File: src/rtl/food_seller_ctrl.sv
// Food-seller sequencing controller: coin credit, item arbitration against price/stock,
// dispense handshake and greedy coin-by-coin change payout.
module food_seller_ctrl #(
    parameter int unsigned CREDIT_W   = 8,
    parameter int unsigned MAX_CREDIT = 50,
    parameter int unsigned STOCK_W    = 4,
    parameter int unsigned STOCK_INIT = 3,
    parameter int unsigned PRICE0     = 15,
    parameter int unsigned PRICE1     = 20,
    parameter int unsigned PRICE2     = 25,
    parameter int unsigned PRICE3     = 35
) (
    input  logic                clk,
    input  logic                rst_n,
    input  logic                coin_valid,
    input  logic [1:0]          coin_type,
    input  logic                sel_valid,
    input  logic [1:0]          sel_item,
    input  logic                cancel,
    output logic                disp_valid,
    output logic [1:0]          disp_item,
    input  logic                disp_ack,
    output logic                chg_valid,
    output logic [1:0]          chg_coin,
    input  logic                chg_ack,
    output logic [CREDIT_W-1:0] credit,
    output logic [3:0]          sold_out,
    output logic                coin_reject,
    output logic                sel_err,
    output logic                busy
);

    typedef enum logic [1:0] {StIdle, StDispense, StChange} state_e;

    state_e              r_state;
    logic [CREDIT_W-1:0] r_credit;
    logic [STOCK_W-1:0]  r_stock [4];
    logic                r_disp_valid;
    logic [1:0]          r_disp_item;
    logic                r_chg_valid;
    logic [1:0]          r_chg_coin;
    logic [3:0]          r_sold_out;
    logic                r_coin_reject;
    logic                r_sel_err;
    logic                r_busy;

    logic [CREDIT_W-1:0] w_coin_val;
    logic [CREDIT_W-1:0] w_chg_val;
    logic [CREDIT_W-1:0] w_price;
    logic [CREDIT_W:0]   w_coin_sum;
    logic                w_coin_fits;
    logic                w_sel_ok;
    logic [CREDIT_W-1:0] w_credit_sel;
    logic [CREDIT_W-1:0] w_credit_chg;

    function automatic logic [CREDIT_W-1:0] f_coin_val(input logic [1:0] t);
        logic [CREDIT_W-1:0] v;
        unique case (t)
            2'd0:    v = CREDIT_W'(1);
            2'd1:    v = CREDIT_W'(2);
            2'd2:    v = CREDIT_W'(5);
            default: v = CREDIT_W'(10);
        endcase
        return v;
    endfunction

    // Largest coin not exceeding amt; keeps chg_coin consistent with the credit it pays from.
    function automatic logic [1:0] f_greedy(input logic [CREDIT_W-1:0] amt);
        logic [1:0] c;
        if (amt >= CREDIT_W'(10))     c = 2'd3;
        else if (amt >= CREDIT_W'(5)) c = 2'd2;
        else if (amt >= CREDIT_W'(2)) c = 2'd1;
        else                          c = 2'd0;
        return c;
    endfunction

    always_comb begin
        w_coin_val = f_coin_val(coin_type);
        w_chg_val  = f_coin_val(r_chg_coin);
        unique case (sel_item)
            2'd0:    w_price = CREDIT_W'(PRICE0);
            2'd1:    w_price = CREDIT_W'(PRICE1);
            2'd2:    w_price = CREDIT_W'(PRICE2);
            default: w_price = CREDIT_W'(PRICE3);
        endcase
        w_coin_sum   = {1'b0, r_credit} + {1'b0, w_coin_val};
        w_coin_fits  = w_coin_sum <= (CREDIT_W + 1)'(MAX_CREDIT);
        w_sel_ok     = (r_stock[sel_item] != '0) && (r_credit >= w_price);
        w_credit_sel = r_credit - w_price;
        w_credit_chg = r_credit - w_chg_val;
    end

    always_ff @(posedge clk) begin
        if (!rst_n) begin
            r_state       <= StIdle;
            r_credit      <= '0;
            for (int i = 0; i < 4; i++) r_stock[i] <= STOCK_W'(STOCK_INIT);
            r_disp_valid  <= 1'b0;
            r_disp_item   <= 2'd0;
            r_chg_valid   <= 1'b0;
            r_chg_coin    <= 2'd0;
            r_sold_out    <= (STOCK_INIT == 0) ? 4'hf : 4'h0;
            r_coin_reject <= 1'b0;
            r_sel_err     <= 1'b0;
            r_busy        <= 1'b0;
        end else begin
            r_coin_reject <= 1'b0;
            r_sel_err     <= 1'b0;
            unique case (r_state)
                StIdle: begin
                    if (cancel) begin
                        r_coin_reject <= coin_valid;
                        if (r_credit != '0) begin
                            r_state     <= StChange;
                            r_chg_valid <= 1'b1;
                            r_busy      <= 1'b1;
                        end
                    end else if (sel_valid) begin
                        r_coin_reject <= coin_valid;
                        if (w_sel_ok) begin
                            r_credit             <= w_credit_sel;
                            r_chg_coin           <= f_greedy(w_credit_sel);
                            r_stock[sel_item]    <= r_stock[sel_item] - STOCK_W'(1);
                            r_sold_out[sel_item] <= (r_stock[sel_item] == STOCK_W'(1));
                            r_disp_item          <= sel_item;
                            r_disp_valid         <= 1'b1;
                            r_state              <= StDispense;
                            r_busy               <= 1'b1;
                        end else begin
                            r_sel_err <= 1'b1;
                        end
                    end else if (coin_valid) begin
                        if (w_coin_fits) begin
                            r_credit   <= w_coin_sum[CREDIT_W-1:0];
                            r_chg_coin <= f_greedy(w_coin_sum[CREDIT_W-1:0]);
                        end else begin
                            r_coin_reject <= 1'b1;
                        end
                    end
                end
                StDispense: begin
                    r_coin_reject <= coin_valid;
                    if (disp_ack && r_disp_valid) begin
                        r_disp_valid <= 1'b0;
                        if (r_credit != '0) begin
                            r_state     <= StChange;
                            r_chg_valid <= 1'b1;
                        end else begin
                            r_state <= StIdle;
                            r_busy  <= 1'b0;
                        end
                    end
                end
                StChange: begin
                    r_coin_reject <= coin_valid;
                    if (chg_ack && r_chg_valid) begin
                        r_credit   <= w_credit_chg;
                        r_chg_coin <= f_greedy(w_credit_chg);
                        if (w_credit_chg == '0) begin
                            r_chg_valid <= 1'b0;
                            r_state     <= StIdle;
                            r_busy      <= 1'b0;
                        end
                    end
                end
                default: begin
                    r_state <= StIdle;
                    r_busy  <= 1'b0;
                end
            endcase
        end
    end

    assign disp_valid  = r_disp_valid;
    assign disp_item   = r_disp_item;
    assign chg_valid   = r_chg_valid;
    assign chg_coin    = r_chg_coin;
    assign credit      = r_credit;
    assign sold_out    = r_sold_out;
    assign coin_reject = r_coin_reject;
    assign sel_err     = r_sel_err;
    assign busy        = r_busy;

endmodule

File: config.mk
export PLATFORM = sky130hd
export DESIGN_NAME = food_seller_ctrl
export DESIGN_NICKNAME = d
export VERILOG_FILES = /design/src/rtl/food_seller_ctrl.sv
export SDC_FILE = /design/constraint.sdc
export NUM_CORES = 1
export LEC_CHECK = 0
export BUFFER_PORTS_ARGS = -buffer_cell sky130_fd_sc_hd__buf_2
export CAP_MARGIN = 10
export CORE_UTILIZATION = 54
export DETAILED_ROUTE_END_ITERATION = 10
export PLACE_DENSITY = 0.77
export SLEW_MARGIN = 20
export SYNTH_ARGS = -nofsm -noshare
export SYNTH_HDL_FRONTEND = slang
export SYNTH_SLANG_ARGS = --single-unit
File: constraint.sdc
create_clock -name clk -period 2.9 [get_ports clk]
set_clock_uncertainty 0.2 [all_clocks]
set_input_delay 0.145 -clock clk [delete_from_list [all_inputs] [get_ports clk]]
set_output_delay 0.145 -clock clk [all_outputs]
set_load 0.01 [all_outputs]
==> results.sh, run 1 <==
export IMPL_design_core_area_um2=5890
export IMPL_vdd_ir_drop_worst_mv=0.731
export IMPL_ios=32
export IMPL_power_switching_w=0.00173
export IMPL_yosysWarningCount=0
export IMPL_class_of_the_tightest_hold_or_removal_check="input pin to flop"
export IMPL_tritoncts="yes"
export IMPL_post_layout_nonfiller_instances=520
export IMPL_clk_lat_worst_skew_ns=0.30
export IMPL_drc_errors=0
export IMPL_tightestPinTransition_ns=0.629
export IMPL_drt_total_wl_um=9030
export IMPL_period_share=0.968
export IMPL_synth_edff_count=16
export IMPL_design_die_area_um2=6410
export IMPL_place_gp_congestion=0.882
export IMPL_number_of_global_route_vias_before_repair=3003
export IMPL_outcome="completed"
export IMPL_syn_num_nets=425
export IMPL_final_net_count=485
export IMPL_max_slew_margin_rel=0.578
export IMPL_power_leakage_nw=1.74
export IMPL_maxCapViolations=0
export IMPL_pwr_share_seq=0.190
export IMPL_htree_levels=2
export IMPL_worstSetupEndpointType="flop"
export IMPL_wl_per_cell_um=17.4
export IMPL_finalWorstPathRequiredPeriod_ns=2.81
export IMPL_clock_net_sink_count=39
export IMPL_clk_pwr_share=0.122
export IMPL_die_y_um=80.0
export IMPL_netlist_area_um2=3290
export IMPL_detailedRoute_firstIterationViolations=246
export IMPL_grt_pass1_wl_um=14400
export IMPL_first_pass_iters=5
export IMPL_pin_count_of_the_biggest_net_entering_global_routing=26
export IMPL_startpoint_type="input pin"
export IMPL_fp_dieW_um=80.0
export IMPL_setup_ws_ns=0.0931
export IMPL_floorplan_initialDensity=0.559
export IMPL_worstPathRequired_ns=2.87
export IMPL_antenna_found_initial=0
export IMPL_fin_hold_ws_ns=0.0147
export IMPL_criticalPathCategory="input pin to flop"
export IMPL_synth_ff_latch_count=39
export IMPL_postSynthCellCount=384
export IMPL_power_density_nw_per_um2=953
export IMPL_slew_limit_fails=0
export IMPL_syn_to_final_growth_pct=21.0
export IMPL_drt_antenna_violating_nets=0
export IMPL_synth_top_flop_cell="sky130_fd_sc_hd__dfxtp_1"
export IMPL_insertedDiodeCount=0
export IMPL_fmaxAchievable_mhz=356
export IMPL_place_detailed_instances=508
export IMPL_place_worst_setup_slack_ns=-0.184
export IMPL_power_frac_comb=0.688
export IMPL_design_power_total_w=0.00379
export IMPL_power_share_switching=0.456
export IMPL_internal_power_w=0.00206
export IMPL_clk_path_buf_depth=2
export IMPL_report_final_setup_viol=0
export IMPL_global_route_usage_total=0.291
export IMPL_ctsRootBufferMaster="sky130_fd_sc_hd__clkbuf_8"
export IMPL_detailed_place_hpwl_um=6860
export IMPL_syn_area_per_cell_um2=8.56
export IMPL_viasPerCell=6.05
export IMPL_ys_types=66
export IMPL_finalHoldViolations=0
export IMPL_crit_path_max_fanout=4
export IMPL_cts_buffers_inserted=5
export IMPL_placement_io_buffers=31
export IMPL_rows=28
export IMPL_cts_clk_slew_worst_paths_ns=0.08
export IMPL_global_route_overflow_total=0
export IMPL_via_count=3147
export IMPL_synth_seq_area_share=0.286
export IMPL_worst_path_arrival_time_ns=2.78
export IMPL_share_of_flip_flops_with_an_asynchronous_set_or_reset=0
export IMPL_final_layout_size_suffix_gt1_frac=0.265
==> power groups by stage <==
stage          clock network [W]  logic [W]  registers [W]
6_report                0.000462    0.00261       0.000721
5_1_grt                 0.000482    0.00284       0.000732
4_1_cts                 0.000461    0.00243       0.000720
3_5_place_dp                   0    0.00238       0.000731
3_3_place_gp                   0    0.00231       0.000729
2_1_floorplan                  0    0.00164       0.000780
==> through the flow <==
| step | utilization | TNS (ns) | instance area, um2 |
|---|---|---|---|
| 3_3_place_gp | 0.640 | -1.06 | 3760 |
| 2_1_floorplan | - | 0 | 3330 |
| 3_5_place_dp | 0.640 | -2.92 | 3760 |
| 4_1_cts | 0.663 | 0 | 3910 |
| 5_1_grt | 0.676 | -0.125 | 3980 |
| 6_report | 0.676 | 0 | 3980 |
==> final cells by class <==
cell class	count	area (um2)
clock inverters	3	43.8
multi-input cells	303	2260
well taps	75	93.8
clock buffers	5	68.8
fillers	480	1910
inverters	23	88.8
repair buffers	72	480
flip-flops and latches	39	942
==> synthesized netlist by cell type (2+ instances only) <==
library cell                instances  area, um2
sky130_fd_sc_hd__a211oi_1           5       37.5
sky130_fd_sc_hd__a211oi_2           3       37.5
sky130_fd_sc_hd__a21boi_0           2       15.0
sky130_fd_sc_hd__a21o_1             3       22.5
sky130_fd_sc_hd__a21oi_1           25        125
sky130_fd_sc_hd__a221o_1            2       20.0
sky130_fd_sc_hd__a22oi_1            2       15.0
sky130_fd_sc_hd__a2bb2oi_1          2       17.5
sky130_fd_sc_hd__a31oi_1            7       43.8
sky130_fd_sc_hd__and2_1             6       37.5
sky130_fd_sc_hd__and3_1             7       43.8
sky130_fd_sc_hd__buf_2              3       15.0
sky130_fd_sc_hd__buf_6              2       22.5
sky130_fd_sc_hd__clkbuf_1          13       48.8
sky130_fd_sc_hd__dfxtp_1           23        460
sky130_fd_sc_hd__edfxtp_1          16        480
sky130_fd_sc_hd__fa_1               3       60.1
sky130_fd_sc_hd__ha_1              27        338
sky130_fd_sc_hd__inv_1             21       78.8
sky130_fd_sc_hd__mux2_2             2       22.5
sky130_fd_sc_hd__mux2i_1           10        100
sky130_fd_sc_hd__mux4_1             3       78.8
sky130_fd_sc_hd__mux4_2             2       45.0
sky130_fd_sc_hd__nand2_1           40        150
sky130_fd_sc_hd__nand2b_1          10       62.6
sky130_fd_sc_hd__nand3_1           10       50.1
sky130_fd_sc_hd__nand4_1            3       18.8
sky130_fd_sc_hd__nor2_1            40        150
sky130_fd_sc_hd__nor2b_1            5       31.3
sky130_fd_sc_hd__nor3_1             9       45.0
sky130_fd_sc_hd__nor4_1             5       31.3
sky130_fd_sc_hd__o211ai_1           3       22.5
sky130_fd_sc_hd__o21ai_0           21        105
sky130_fd_sc_hd__o31ai_1            5       37.5
sky130_fd_sc_hd__or2_2              3       18.8
sky130_fd_sc_hd__xnor2_1            4       35.0
sky130_fd_sc_hd__xor2_1             8       70.1
==> layout by cell type (no fill, tap or decap), types with 5 or more instances in the layout <==
cell and n:
sky130_fd_sc_hd__inv_1 19, sky130_fd_sc_hd__a31oi_1 7, sky130_fd_sc_hd__nor4_1 5, sky130_fd_sc_hd__xor2_1 8
sky130_fd_sc_hd__nor3_1 8, sky130_fd_sc_hd__mux2i_1 9, sky130_fd_sc_hd__nand2_1 39, sky130_fd_sc_hd__and3_1 6
sky130_fd_sc_hd__nand2b_1 10, sky130_fd_sc_hd__buf_2 31, sky130_fd_sc_hd__nor2_1 40, sky130_fd_sc_hd__edfxtp_1 16
sky130_fd_sc_hd__ha_1 26, sky130_fd_sc_hd__nand3_1 10, sky130_fd_sc_hd__and2_1 6, sky130_fd_sc_hd__clkbuf_8 5
sky130_fd_sc_hd__buf_4 38, sky130_fd_sc_hd__a21oi_1 23, sky130_fd_sc_hd__o21ai_0 19, sky130_fd_sc_hd__dfxtp_1 22
==> routing by layer <==
layer	share of wire	track usage
met1	0.43	0.385
met2	0.49	0.496
met3	0.058	0.0331
met4	0.023	0.0911
met5	0	0
==> final timing paths <==
path / startpoint / end / slack (ns) / cells past startpoint
worst max-delay path: sel_item[0] / chg_coin[1] / 0.09 / 13
worst min-delay path: cancel / r_state[1] / 0.01 / 3
worst max register to register: credit[0] / credit[5] / 0.10 / 10
worst min register to register: disp_item[0] / disp_item[0] / 0.26 / 2
==> registers in the layout, summed over array words and instances, names as in the netlist <==
register and flops:
r_state 2, chg_coin 2, disp_valid 1, r_stock 16, coin_reject 1, sel_err 1
busy 1, sold_out 4, credit 8, chg_valid 1, disp_item 2
==> critical path, cell delays in order <==
cell	delay (ns)
sky130_fd_sc_hd__buf_2	0.12
sky130_fd_sc_hd__buf_4	0.14
sky130_fd_sc_hd__ha_1	0.20
sky130_fd_sc_hd__o21ai_0	0.25
sky130_fd_sc_hd__ha_1	0.30
sky130_fd_sc_hd__buf_4	0.15
sky130_fd_sc_hd__o21ai_0	0.16
sky130_fd_sc_hd__a21oi_1	0.08
sky130_fd_sc_hd__or4_1	0.48
sky130_fd_sc_hd__nand3_1	0.12
sky130_fd_sc_hd__nor4b_2	0.29
sky130_fd_sc_hd__a221o_1	0.22
sky130_fd_sc_hd__a41oi_2	0.11
==> what timing repair did <==
| item | CTS | global route |
|---|---|---|
| endpoints found under the setup margin | 6 | 45 |
| resized for setup | 3 | 11 |
| buffers inserted | 0 | 2 |
| pin swaps | 2 | 6 |
| hold buffers | 2 | 0 |
| hold endpoints to repair | 2 | 0 |
==> cells by family after synthesis <==
logic type / after synthesis / share of synthesized area
AOI/OAI and AO/OA: 97 / 0.213
xor gates and xnor gates: 12 / 0.0320
adders and majority gates: 30 / 0.121
buffers and inverters: 42 / 0.0544
DFF: 39 / 0.286
muxes: 18 / 0.0791
and+or+nand+nor: 146 / 0.214
Power figures use the tool's default switching activity.
==> inputs of run 2 (changes only) <==
--- a/config.mk
+++ b/config.mk
@@ -7,9 +7,11 @@
 export LEC_CHECK = 0
 export BUFFER_PORTS_ARGS = -buffer_cell sky130_fd_sc_hd__buf_2
 export CAP_MARGIN = 10
-export CORE_UTILIZATION = 54
+export CELL_PAD_IN_SITES_DETAIL_PLACEMENT = 0
+export CELL_PAD_IN_SITES_GLOBAL_PLACEMENT = 1
+export CORE_UTILIZATION = 41
 export DETAILED_ROUTE_END_ITERATION = 10
-export PLACE_DENSITY = 0.77
+export PLACE_DENSITY_LB_ADDON = 0.1
 export SLEW_MARGIN = 20
 export SYNTH_ARGS = -nofsm -noshare
 export SYNTH_HDL_FRONTEND = slang
==> run 2 against run 1 <==
Net effect:
- register-to-register slack better by 0.03 ns
- largest power group unchanged
- flip-flop and latch count stayed put
- sequential power hardly changed
- die area is 31% higher
- clock power hardly changed
- critical path depth is 1 lower
- critical endpoint is now chg_coin[0]
- first-iteration DRC count is 43% lower
==> results.sh, run 2 (same netlist as run 1, synthesis figures left out) <==
export IMPL_outcome="completed"
export IMPL_tightestPinTransition_ns=0.420
export IMPL_drt_total_wl_um=9100
export IMPL_pin_count_of_the_biggest_net_entering_global_routing=26
export IMPL_wl_per_cell_um=16.3
export IMPL_final_core_util=0.530
export IMPL_finalWorstPathRequiredPeriod_ns=2.77
export IMPL_design_core_area_um2=7730
export IMPL_grt_pass1_wl_um=15100
export IMPL_rows=32
export IMPL_max_stage_delay_ns=0.38
export IMPL_class_of_the_tightest_hold_or_removal_check="input pin to flop"
export IMPL_cp_common_cell="sky130_fd_sc_hd__buf_4"
export IMPL_report_final_setup_viol=0
export IMPL_layout_commonest_cell="sky130_fd_sc_hd__buf_4"
export IMPL_fp_dieW_um=91.6
export IMPL_first_pass_iters=4
export IMPL_power_density_nw_per_um2=929
export IMPL_tritoncts="yes"
export IMPL_startpoint_type="flop"
export IMPL_criticalPathCategory="flop to flop"
export IMPL_global_route_usage_total=0.228
export IMPL_largest_register="r_stock"
export IMPL_via_count=3078
export IMPL_grt_setup_unrepaired="yes"
export IMPL_ios=32
export IMPL_antenna_found_initial=0
export IMPL_final_layout_size_suffix_gt1_frac=0.284
export IMPL_fmaxAchievable_mhz=361
export IMPL_global_route_overflow_total=0
export IMPL_place_gp_congestion=0.859
export IMPL_final_net_count=495
export IMPL_cts_clk_slew_worst_paths_ns=0.08
export IMPL_syn_to_final_growth_pct=24.5
export IMPL_crit_path_max_fanout=10
export IMPL_htree_levels=2
export IMPL_power_leakage_nw=1.81
export IMPL_design_die_area_um2=8380
export IMPL_postCtsSetupRepairBufs=0
export IMPL_mostFrequentLayoutCells="48 x sky130_fd_sc_hd__buf_4, 40 x sky130_fd_sc_hd__nor2_1, 38 x sky130_fd_sc_hd__nand2_1"
export IMPL_clk_lat_worst_skew_ns=0.29
export IMPL_design_power_total_w=0.00380
export IMPL_drt_antenna_violating_nets=0
export IMPL_placement_io_buffers=31
export IMPL_floorplan_initialDensity=0.426
export IMPL_insertedDiodeCount=0
export IMPL_period_share=0.956
export IMPL_worstSetupEndpointType="flop"
export IMPL_slew_limit_fails=0
export IMPL_vdd_ir_drop_worst_mv=0.699
export IMPL_max_slew_margin_rel=0.719
export IMPL_drc_errors=0
export IMPL_cp_slowest_cell="sky130_fd_sc_hd__fa_2"
export IMPL_worst_path_arrival_time_ns=2.79
export IMPL_number_of_global_route_vias_before_repair=2964
export IMPL_clk_path_buf_depth=2
export IMPL_clock_net_sink_count=39
export IMPL_cts_buffers_inserted=5
export IMPL_largest_register_ffs=16
export IMPL_detailed_place_hpwl_um=7250
export IMPL_viasPerCell=5.53
export IMPL_die_y_um=91.6
export IMPL_finalHoldViolations=0
export IMPL_detailedRoute_firstIterationViolations=140
export IMPL_worstPathRequired_ns=2.92
export IMPL_ctsRootBufferMaster="sky130_fd_sc_hd__clkbuf_8"
export IMPL_maxCapViolations=0
export IMPL_number_of_inserted_filler_cells_in_the_final_layout=769
export IMPL_critical_path_cell_chain="buf_4, ha_1, fa_2, nand3_1, nand2_1, a311o_1, a32o_2, a21boi_4, buf_12, buf_4, a21oi_1, a31oi_1"
==> run 2: path summary, 6_finish.rpt <==
kind | startpoint | to | slack [ns] | depth (start not counted)
setup / recovery | credit[0] | chg_coin[0] | 0.13 | 12
hold / removal | cancel | r_state[1] | 0.01 | 3
setup reg to reg | credit[0] | chg_coin[0] | 0.13 | 12
hold reg to reg | disp_item[1] | disp_item[1] | 0.26 | 2
==> run 2: metal layers <==
layer | vias to the layer above | wire [um] | global-route usage | share of wire
met1 | 1465 | 4600 | 0.340 | 0.51
met2 | 75 | 3950 | 0.348 | 0.43
met5 | - | 0 | 0 | 0
li1 | 1525 | - | - | -
met4 | 0 | 133 | 0.0516 | 0.015
met3 | 13 | 417 | 0.0285 | 0.046
==> run 2: cell type report <==
class | instances | area [um2] | share of cell area
tap | 102 | 128 | 0.0312
sequential | 39 | 942 | 0.230
clock inverter | 3 | 43.8 | 0.0107
multi-input combinational | 303 | 2270 | 0.554
inverter | 23 | 88.8 | 0.0217
timing repair buffer | 82 | 556 | 0.136
clock buffer | 5 | 68.8 | 0.0168
==> run 2: repair_timing <==
item	CTS	global route
setup endpoints to repair	1	45
endpoints found under the hold margin	2	0
hold buffers	2	0
resized for setup	0	17
pin swaps	1	4
==> run 2: metrics by stage <==
stage	instances	hold slack, ns	TNS (ns)	instance area, um2	setup WS [ns]
after floorplan	384	0.0523	0	3330	0.0251
after global placement	547	0.160	-0.385	3900	-0.0531
after detailed placement	547	0.171	-1.31	3900	-0.110
after CTS	557	0.00123	0	4030	0.00599
after global routing	557	0.0289	-0.00858	4090	-0.00858
final	557	0.0104	0	4090	0.128
==> run 2: critical path, delay by kind of cell, from the launching register on <==
kind / cells / cell delay, ns
AOI/OAI and AO/OA: 5 / 1.00
adders and majority gates: 2 / 0.60
buffers and inverters: 3 / 0.40
DFF: 1 / 0.33
and+or+nand+nor: 2 / 0.16
==> run 2: power breakdown <==
| group | internal (W) | switching (W) |
|---|---|---|
| Clock | 0.000256 | 0.000205 |
| Combinational | 0.00117 | 0.00145 |
| Sequential | 0.000661 | 0.0000619 |
| Total | 0.00208 | 0.00172 |
==> inputs of run 3 (changes only) <==
--- a/config.mk
+++ b/config.mk
@@ -9,6 +9,7 @@
 export CAP_MARGIN = 10
 export CELL_PAD_IN_SITES_DETAIL_PLACEMENT = 0
 export CELL_PAD_IN_SITES_GLOBAL_PLACEMENT = 1
+export CORE_MARGIN = 5
 export CORE_UTILIZATION = 41
 export DETAILED_ROUTE_END_ITERATION = 10
 export PLACE_DENSITY_LB_ADDON = 0.1
==> run 3 against run 2 <==
Net effect:
- worst setup slack improved by 0.0093 ns
- utilization fell by 0.84 points
- wire length decreased by 0.14%
- cell count shrank 0.54%
- first-iteration DRC count shrank 13%
- die area rose by 18%
- cell area is 1.1% lower
- worst hold slack improved by 0.032 ns
- critical path type unchanged
- critical endpoint is now r_stock[3][2]
==> results.sh, run 3 (same netlist as run 1, synthesis figures left out) <==
export IMPL_grt_setup_unrepaired="yes"
export IMPL_number_of_global_route_vias_before_repair=2951
export IMPL_placement_io_buffers=31
export IMPL_power_share_switching=0.455
export IMPL_rows=32
export IMPL_design_die_area_um2=9910
export IMPL_finalHoldViolations=0
export IMPL_global_route_usage_total=0.187
export IMPL_number_of_inserted_filler_cells_in_the_final_layout=778
export IMPL_tritoncts="yes"
export IMPL_cp_slowest_cell="sky130_fd_sc_hd__dfxtp_2"
export IMPL_place_detailed_instances=541
export IMPL_detailed_place_hpwl_um=7230
export IMPL_wl_per_cell_um=16.4
export IMPL_design_power_total_w=0.00375
export IMPL_internal_power_w=0.00205
export IMPL_via_count=3013
export IMPL_final_core_util=0.521
export IMPL_power_switching_w=0.00171
export IMPL_clk_pwr_share=0.114
export IMPL_power_frac_comb=0.691
export IMPL_cp_common_cell="sky130_fd_sc_hd__buf_4"
export IMPL_viasPerCell=5.44
export IMPL_cts_clk_slew_worst_paths_ns=0.09
export IMPL_detailedRoute_firstIterationViolations=122
export IMPL_insertedDiodeCount=0
export IMPL_first_pass_iters=4
export IMPL_pin_count_of_the_biggest_net_entering_global_routing=23
export IMPL_antenna_found_initial=0
export IMPL_clock_net_sink_count=39
export IMPL_global_route_overflow_total=0
export IMPL_cts_buffers_inserted=5
export IMPL_area_sequential_um2=942
export IMPL_fp_dieW_um=99.6
export IMPL_largest_register_ffs=16
export IMPL_design_core_area_um2=7770
export IMPL_die_y_um=99.6
export IMPL_tightestPinTransition_ns=0.469
export IMPL_max_slew_margin_rel=0.685
export IMPL_largest_register="r_stock"
export IMPL_fmaxAchievable_mhz=362
export IMPL_criticalPathCategory="flop to flop"
export IMPL_drt_antenna_violating_nets=0
export IMPL_multiInputGateArea_um2=2250
export IMPL_crit_path_max_fanout=5
export IMPL_syn_to_final_growth_pct=23.2
export IMPL_final_layout_size_suffix_gt1_frac=0.274
export IMPL_mostFrequentLayoutCells="44 x sky130_fd_sc_hd__buf_4, 40 x sky130_fd_sc_hd__nor2_1, 39 x sky130_fd_sc_hd__nand2_1"
export IMPL_class_of_the_tightest_hold_or_removal_check="input pin to flop"
export IMPL_maxCapViolations=0
export IMPL_grt_pass1_wl_um=14900
export IMPL_worst_path_arrival_time_ns=2.58
export IMPL_final_net_count=492
export IMPL_power_density_nw_per_um2=927
export IMPL_drc_errors=0
export IMPL_vdd_ir_drop_worst_mv=0.618
export IMPL_finalWorstPathRequiredPeriod_ns=2.76
export IMPL_floorplan_initialDensity=0.423
export IMPL_layout_commonest_cell="sky130_fd_sc_hd__buf_4"
export IMPL_ios=32
export IMPL_pwr_share_seq=0.195
export IMPL_drt_total_wl_um=9090
export IMPL_outcome="completed"
export IMPL_max_stage_delay_ns=0.36
export IMPL_post_layout_nonfiller_instances=554
export IMPL_startpoint_type="flop"
export IMPL_clk_path_buf_depth=2
export IMPL_period_share=0.953
export IMPL_htree_levels=2
export IMPL_report_final_setup_viol=0
export IMPL_critical_path_cell_chain="inv_2, ha_2, fa_2, nor2b_2, o31ai_1, buf_4, a221oi_4, nand2_2, o31ai_4, buf_4"
export IMPL_clk_lat_worst_skew_ns=0.29
export IMPL_slew_limit_fails=0
export IMPL_ctsRootBufferMaster="sky130_fd_sc_hd__clkbuf_8"
export IMPL_worstPathRequired_ns=2.72
export IMPL_worstSetupEndpointType="flop"
export IMPL_power_leakage_nw=1.77
export IMPL_place_gp_congestion=0.804
-- run 3: final cells by class --
class                   instances  share of cell area
multi-input cells             303               0.555
flip-flops and latches         39               0.233
repair buffers                 79               0.133
well taps                     102              0.0315
clock inverters                 1             0.00185
inverters                      23              0.0219
clock buffers                   7              0.0241
-- run 3: power groups by stage --
stage	logic, W	clock network (W)	registers [W]
2_1_floorplan	0.00164	0	0.000780
3_3_place_gp	0.00245	0	0.000742
3_5_place_dp	0.00245	0	0.000743
4_1_cts	0.00249	0.000443	0.000732
5_1_grt	0.00285	0.000471	0.000745
6_report	0.00259	0.000427	0.000731
-- run 3: path summary, 6_finish.rpt --
kind / from / to / slack, ns / cells after the start
worst min register to register: disp_item[1] / disp_item[1] / 0.26 / 2
worst max register to register: credit[0] / r_stock[3][2] / 0.14 / 10
worst max-delay path: credit[0] / r_stock[3][2] / 0.14 / 10
worst min-delay path: cancel / r_state[1] / 0.04 / 3
-- run 3: through the flow --
step / worst slack (ns) / hold WS, ns / TNS (ns) / instance area (um2)
after floorplan: 0.0251 / 0.0523 / 0 / 3330
after global placement: -0.0949 / 0.161 / -0.209 / 3860
after detailed placement: -0.124 / 0.169 / -2.00 / 3860
after CTS: 0.00944 / 0.0116 / 0 / 3990
after global routing: -0.0142 / 0.0319 / -0.0142 / 4050
final: 0.137 / 0.0425 / 0 / 4050
-- run 3: what timing repair did --
action / in CTS / in global routing
resized for setup: 2 / 13
endpoints found under the setup margin: 13 / 44
endpoints found under the hold margin: 2 / 0
gates cloned: 0 / 0
buffers inserted: 1 / 2
hold buffers: 2 / 0
pin swaps: 2 / 4
-- run 3: per-layer routing --
metal  vias to the layer above  global-route usage  routed length [um]
li1                       1527                   -                   -
met1                      1409               0.280                4560
met2                        71               0.288                4090
met3                         6              0.0238                 340
met4                         0              0.0368                  99
met5                         -                   0                   0
-- run 3: critical path: cells and delay by family (launching register included) --
family | cells | cell delay, ns
AND/OR/NAND/NOR | 2 | 0.32
AO/OA/AOI/OAI | 3 | 0.72
adder cells (fa/ha/maj) | 2 | 0.54
buffers and inverters | 3 | 0.37
flip-flops | 1 | 0.36
